File: config.mk
export PLATFORM = sky130hd
export DESIGN_NAME = mem_access
export DESIGN_NICKNAME = d
export VERILOG_FILES = /design/src/rtl/mem_access_pkg.sv /design/src/rtl/mem_access_align.sv /design/src/rtl/mem_access.sv
export SDC_FILE = /design/constraint.sdc
export NUM_CORES = 1
export LEC_CHECK = 0
export BUFFER_PORTS_ARGS = -buffer_cell sky130_fd_sc_hd__buf_2
export CORE_AREA = 2 2 161 123
export DETAILED_ROUTE_END_ITERATION = 8
export DIE_AREA = 0 0 163 125
export MAX_ROUTING_LAYER = met4
export PLACE_DENSITY = 0.8
export SLEW_MARGIN = 20
export SYNTH_ARGS = -nofsm -noshare
export SYNTH_HDL_FRONTEND = slang
export SYNTH_SLANG_ARGS = --single-unit
File: constraint.sdc
create_clock -name clk -period 7.2 [get_ports clk]
set_input_delay 0.72 -clock clk [delete_from_list [all_inputs] [get_ports clk]]
set_output_delay 0.72 -clock clk [all_outputs]
set_load 0.1 [all_outputs]
File: src/rtl/mem_access_pkg.sv
// Shared op codes, bus size codes, FSM encoding and helpers for the memory-access stage.
package mem_access_pkg;

  localparam logic [7:0] OP_ADD = 8'h01;
  localparam logic [7:0] LD_B   = 8'h40;
  localparam logic [7:0] LD_H   = 8'h41;
  localparam logic [7:0] LD_W   = 8'h42;
  localparam logic [7:0] LD_BU  = 8'h43;
  localparam logic [7:0] LD_HU  = 8'h44;
  localparam logic [7:0] ST_B   = 8'h45;
  localparam logic [7:0] ST_H   = 8'h46;
  localparam logic [7:0] ST_W   = 8'h47;

  localparam logic [1:0] SZ_B = 2'd0;
  localparam logic [1:0] SZ_H = 2'd1;
  localparam logic [1:0] SZ_W = 2'd2;

  localparam int ALE_BIT = 9;

  typedef enum logic [1:0] {S_IDLE, S_REQ, S_WAIT, S_DRAIN} state_t;

  function automatic logic is_mem_op(input logic [7:0] op);
    return (op >= LD_B) && (op <= ST_W);
  endfunction

  function automatic logic is_store_op(input logic [7:0] op);
    return (op == ST_B) || (op == ST_H) || (op == ST_W);
  endfunction

  function automatic logic is_misaligned(input logic [7:0] op, input logic [1:0] a);
    logic half, word;
    half = (op == LD_H) || (op == LD_HU) || (op == ST_H);
    word = (op == LD_W) || (op == ST_W);
    return (half && a[0]) || (word && (a != 2'b00));
  endfunction

endpackage

File: src/rtl/mem_access_align.sv
// Byte-lane formatting: load lane select/extension, store replication and strobes.
module mem_align
  import mem_access_pkg::*;
(
  input  logic [7:0]  op,
  input  logic [1:0]  addr,
  input  logic [31:0] sdata,
  input  logic [31:0] rdata,
  output logic [1:0]  size,
  output logic [3:0]  wstrb,
  output logic [31:0] wdata,
  output logic [31:0] ldata
);
  logic [7:0]  byte_sel;
  logic [15:0] half_sel;

  assign byte_sel = rdata[{addr, 3'b000} +: 8];
  assign half_sel = rdata[{addr[1], 4'b0000} +: 16];

  always_comb begin
    size  = SZ_W;
    wstrb = 4'b0000;
    wdata = sdata;
    ldata = rdata;
    case (op)
      LD_B:  begin size = SZ_B; ldata = {{24{byte_sel[7]}}, byte_sel}; end
      LD_BU: begin size = SZ_B; ldata = {24'h0, byte_sel}; end
      LD_H:  begin size = SZ_H; ldata = {{16{half_sel[15]}}, half_sel}; end
      LD_HU: begin size = SZ_H; ldata = {16'h0, half_sel}; end
      ST_B:  begin size = SZ_B; wdata = {4{sdata[7:0]}};  wstrb = 4'b0001 << addr; end
      ST_H:  begin size = SZ_H; wdata = {2{sdata[15:0]}}; wstrb = 4'b0011 << addr; end
      ST_W:  begin size = SZ_W; wstrb = 4'b1111; end
      default: ;
    endcase
  end
endmodule

File: src/rtl/mem_access.sv
// Memory-access stage: bus handshake FSM, alignment check and one-deep result register.
module mem_access
  import mem_access_pkg::*;
(
  input  logic        clk,
  input  logic        rst,
  input  logic        valid_i,
  input  logic [7:0]  aluop_i,
  input  logic [31:0] mem_addr_i,
  input  logic [31:0] reg2_i,
  input  logic [4:0]  wd_i,
  input  logic        wreg_i,
  input  logic [31:0] wdata_i,
  input  logic [31:0] inst_pc_i,
  input  logic        excp_i,
  input  logic [9:0]  excp_num_i,
  input  logic        flush_i,
  output logic        data_req_o,
  output logic        data_wr_o,
  output logic [1:0]  data_size_o,
  output logic [3:0]  data_wstrb_o,
  output logic [31:0] data_addr_o,
  output logic [31:0] data_wdata_o,
  input  logic        data_addr_ok_i,
  input  logic        data_data_ok_i,
  input  logic [31:0] data_rdata_i,
  output logic        wb_valid_o,
  output logic [4:0]  wd_o,
  output logic        wreg_o,
  output logic [31:0] wdata_o,
  output logic [31:0] inst_pc_o,
  output logic        excp_o,
  output logic [9:0]  excp_num_o,
  output logic        stallreq_o
);
  state_t      state, state_nx;
  logic [7:0]  op_q;
  logic [4:0]  wd_q;
  logic        wreg_q;
  logic [31:0] pc_q;

  logic        mem_op, mis, idle_pass, accept, mem_done;
  logic [7:0]  op_sel;
  logic [1:0]  addr_sel;
  logic [1:0]  al_size;
  logic [3:0]  al_wstrb;
  logic [31:0] al_wdata, al_ldata;

  assign mem_op    = is_mem_op(aluop_i);
  assign mis       = mem_op && is_misaligned(aluop_i, mem_addr_i[1:0]);
  assign idle_pass = (state == S_IDLE) && valid_i && (!mem_op || excp_i || mis);
  assign accept    = (state == S_IDLE) && valid_i && mem_op && !excp_i && !mis;
  assign mem_done  = !flush_i && data_data_ok_i &&
                     (((state == S_REQ) && data_addr_ok_i) || (state == S_WAIT));

  // Store formatting uses live inputs at accept; load formatting uses latched op/addr.
  assign op_sel   = (state == S_IDLE) ? aluop_i : op_q;
  assign addr_sel = (state == S_IDLE) ? mem_addr_i[1:0] : data_addr_o[1:0];

  mem_align u_align (
    .op    (op_sel),
    .addr  (addr_sel),
    .sdata (reg2_i),
    .rdata (data_rdata_i),
    .size  (al_size),
    .wstrb (al_wstrb),
    .wdata (al_wdata),
    .ldata (al_ldata)
  );

  always_ff @(posedge clk or posedge rst) begin
    if (rst) state <= S_IDLE;
    else     state <= state_nx;
  end

  always_comb begin
    state_nx = state;
    case (state)
      S_IDLE:  if (accept) state_nx = S_REQ;
      S_REQ: begin
        if (data_addr_ok_i) begin
          if (data_data_ok_i) state_nx = S_IDLE;
          else if (flush_i)   state_nx = S_DRAIN;
          else                state_nx = S_WAIT;
        end else if (flush_i) begin
          state_nx = S_IDLE;
        end
      end
      S_WAIT: begin
        if (data_data_ok_i) state_nx = S_IDLE;
        else if (flush_i)   state_nx = S_DRAIN;
      end
      S_DRAIN: if (data_data_ok_i) state_nx = S_IDLE;
      default: state_nx = S_IDLE;
    endcase
  end

  // Stall drops in the completion cycle so upstream advances exactly once.
  always_comb begin
    data_req_o = 1'b0;
    stallreq_o = 1'b0;
    case (state)
      S_IDLE:  stallreq_o = accept;
      S_REQ:   begin data_req_o = 1'b1; stallreq_o = !(data_addr_ok_i && data_data_ok_i); end
      S_WAIT:  stallreq_o = !data_data_ok_i;
      S_DRAIN: stallreq_o = 1'b1;
      default: ;
    endcase
  end

  always_ff @(posedge clk or posedge rst) begin
    if (rst) begin
      op_q         <= 8'h0;
      wd_q         <= 5'h0;
      wreg_q       <= 1'b0;
      pc_q         <= 32'h0;
      data_wr_o    <= 1'b0;
      data_size_o  <= 2'h0;
      data_wstrb_o <= 4'h0;
      data_addr_o  <= 32'h0;
      data_wdata_o <= 32'h0;
    end else if (accept) begin
      op_q         <= aluop_i;
      wd_q         <= wd_i;
      wreg_q       <= wreg_i;
      pc_q         <= inst_pc_i;
      data_wr_o    <= is_store_op(aluop_i);
      data_size_o  <= al_size;
      data_wstrb_o <= al_wstrb;
      data_addr_o  <= mem_addr_i;
      data_wdata_o <= al_wdata;
    end
  end

  always_ff @(posedge clk or posedge rst) begin
    if (rst) begin
      wb_valid_o <= 1'b0;
      wd_o       <= 5'h0;
      wreg_o     <= 1'b0;
      wdata_o    <= 32'h0;
      inst_pc_o  <= 32'h0;
      excp_o     <= 1'b0;
      excp_num_o <= 10'h0;
    end else begin
      wb_valid_o <= idle_pass || mem_done;
      if (idle_pass) begin
        wd_o       <= wd_i;
        wreg_o     <= wreg_i && !excp_i && !mis;
        wdata_o    <= wdata_i;
        inst_pc_o  <= inst_pc_i;
        excp_o     <= excp_i || mis;
        excp_num_o <= excp_i ? excp_num_i : (excp_num_i | (10'd1 << ALE_BIT));
      end else if (mem_done) begin
        wd_o       <= wd_q;
        wreg_o     <= wreg_q && !is_store_op(op_q);
        wdata_o    <= is_store_op(op_q) ? 32'h0 : al_ldata;
        inst_pc_o  <= pc_q;
        excp_o     <= 1'b0;
        excp_num_o <= 10'h0;
      end
    end
  end
endmodule
==> impl_results.md <==
* CP Cell Sequence: buf_2 -> or4b_4 -> or2_2 -> nor2_1 -> nand3_4 -> nand2_1 -> buf_2
* Pleak at 6.42 nW
* Die ar. at 20,400 sq um
* Worst-margin pin slew at 944 ps
* Fin crit period at 4010 ps
* Post-CTS Setup Bufs at 0
* GPL Wtd Cong at 0.970
* P&R area growth vs syn at 28.8%
* Worst Path Arrival at 3290 ps
* Number of max-cap violations at 0
* CTS tree: built
* Largest net degree at the start of global routing at 131
* Relative slew slack at 0.371
* Sequential share of the synthesized area at 0.543
* Cell area after synthesis at 9260 sq um
* Core area at 19,000 sq um
* Vias in the first global route at 8,620
* Setup ws final at 3190 ps
* Remaining antenna violation count at 0
* Max FO, Critical Path at 54
* DP Wirelength at 20.1 mm
* Post_cts resized at 0
* Chip Width at 163 um
* Initial Utilization at 0.488
* Status: finished, final reports clean
* Final #Nets at 1,526
* Slowest stage delay, CP at 590 ps
* Gate count of the mapped netlist at 1,023
* Clk_lat worst skew at 500 ps
* Reg-to-reg critical path endpoint: wdata_o[6]
* Slew Limit Fails at 0
* Worst hold stages at 3
* Root Buffer Master: clkbuf_16
* Yosys reg bits at 201
* Worst endpoint required time at 6480 ps
* CTS Hold Buffers Added at 0
* Top FF cell, synth: dfrtp_1
* Final period util at 0.557
* Gr usage total at 0.288
* Worst setup EP type: output port
* Total CTS buffers at 21
* Unrepaired setup endpoints after global routing: false
* Critical Path Start Type: primary input
* Hold EP: data_addr_o[3]
* Setup violators final at 0
* Synth Area per Inst at 9.05 sq um
* Pwr dens at 539 nW/um^2
* Post-synth EDFFs at 0
* Initial antenna violation count at 2
* Setup TNS at 0 ps
* Clock skew at 23.2 ps
* Min-Delay Path Class: in -> reg
* Placed cell count at 1,564
* DR iter-0 viols at 751
* First-pass GRT wire length at 45.5 mm
* Clock Sink Count at 201
* Flop2flop setup slack at 3730 ps
* Synth Warn # at 0
* CP Class: in -> out
* Synth async-reset ratio at 1.00
* Clock Path Buffers at 3
* Overflow after GRT at 0
* Most used cell, CP: buf_2
* Maximum vdd drop at 724 uV
* Wirelength, routed at 29.0 mm
* Vias per std cell at 5.46
* Hold_sp: mem_addr_i[3]
* Fmax at 0.250 GHz
* Die H at 125 um
* Vias at 8,768
* Layout cells sized above 1 at 0.321
* Syn Nets at 1,214
* Reg clk slew, reported paths at 70 ps
* Synth unique cells at 53
* Hold Violations, Final at 0
* Layout Cells excl Fill at 1,605
* CTS H-tree depth at 1
* DRT Pass-1 Iters at 5
* DRC violations left at 0
* Worst r2r path cells at 6
* DR WL/cell at 18.0 um
* Critical path startpoint: aluop_i[3]
* Pre-CTS setup slack at 3190 ps
* IO Port Bufs at 345
* Placement row count at 44
* Worst r2r src: state[0]
* Slowest CP cell: nand3_4
* IO Pins at 346
==> worst max-delay path by stage <==
stage | endpoint | depth (start not counted)
3_5_place_dp | data_addr_o[10] | 8
2_1_floorplan | data_addr_o[0] | 1
6_report | stallreq_o | 7
4_1_cts | stallreq_o | 7
5_1_grt | stallreq_o | 5
3_3_place_gp | stallreq_o | 7
==> worst max-delay path, delay by kind of cell <==
kind          cells  cell delay (ps)
simple gates      5             2000
buf+inv           2              560
==> through the flow <==
step	total power [mW]	util	hold WS, ps	cell area [sq um]
final	6.43	0.628	406	11900
after global placement	5.23	0.587	454	11200
after CTS	6.44	0.626	389	11900
after detailed placement	5.28	0.587	457	11200
after global routing	6.67	0.628	396	11900
after floorplan	4.62	-	441	9260
==> cell families (layout without fill, tap and decap cells) <==
| group | after synthesis | after routing | synth area share |
|---|---|---|---|
| and+or+nand+nor | 501 | 501 | 0.219 |
| buffers and inverters | 74 | 401 | 0.0339 |
| DFF | 201 | 201 | 0.543 |
| muxes | 23 | 23 | 0.0346 |
| xor gates and xnor gates | 3 | 3 | 0.00284 |
| other | 0 | 2 | 0 |
| AOI/OAI and AO/OA | 221 | 221 | 0.167 |
==> power by group <==
group          internal (mW)  switching, mW  total (mW)  leakage (nW)
logic                  0.580           3.00        3.58          3.46
clock network          0.705          0.452        1.16         0.374
registers               1.47          0.213        1.69          2.59
total                   2.76           3.67        6.43          6.42
==> final cells by class <==
class / instances / area [sq um]
fill: 1674 / 7070
tap: 253 / 317
multi-input combinational: 748 / 3980
sequential: 201 / 5030
clock inverter: 10 / 129
antenna: 2 / 5.00
clock buffer: 28 / 612
timing repair buffer: 356 / 1820
inverter: 7 / 33.8
==> cells in the mapped netlist, drive strengths merged (6+ instances only) <==
master / count / area [sq um]
buf: 25 / 130
mux4: 7 / 158
and3: 6 / 37.5
a221o: 12 / 120
a22o: 8 / 70.1
a211oi: 12 / 90.1
a22oi: 40 / 300
o21ai: 45 / 236
a21oi: 47 / 239
mux2i: 14 / 140
clkbuf: 42 / 158
o22ai: 24 / 213
dfrtp: 201 / 5030
and2: 14 / 87.6
nand2: 373 / 1400
a31oi: 11 / 68.8
nor2: 80 / 303
nand3: 8 / 40.0
inv: 7 / 26.3
==> registers in the layout (all words and copies together), names as in the netlist, 2 cells and up <==
| signal | count |
|---|---|
| data_wdata_o | 32 |
| data_wstrb_o | 4 |
| inst_pc_o | 32 |
| excp_num_o | 10 |
| pc_q | 32 |
| state | 2 |
| wd_q | 5 |
| op_q | 8 |
| wd_o | 5 |
| data_size_o | 2 |
| wdata_o | 32 |
| data_addr_o | 32 |
==> routing by layer <==
layer | wire [um] | vias to the layer above | track usage | part of all wire
li1 | - | 4089 | - | -
met3 | 2660 | 83 | 0.0594 | 0.092
met4 | 1100 | 0 | 0.0968 | 0.038
met2 | 13400 | 449 | 0.450 | 0.46
met1 | 11800 | 4147 | 0.377 | 0.41
met5 | 0 | - | - | 0
==> placed cells by master, fill, tap and decap left out, drive strengths merged, types with 4 or more instances in the layout <==
cell type / n
nand2: 373
buf: 356
dfrtp: 201
nor2: 80
a21oi: 47
o21ai: 45
a22oi: 40
clkbuf: 28
o22ai: 24
and2: 14
mux2i: 14
a221o: 12
a211oi: 12
a31oi: 11
a22o: 8
nand3: 8
inv: 8
mux4: 7
and3: 6
clkinv: 6
o31ai: 4
or2: 4
Note: power is estimated with default switching activity, not from simulation.
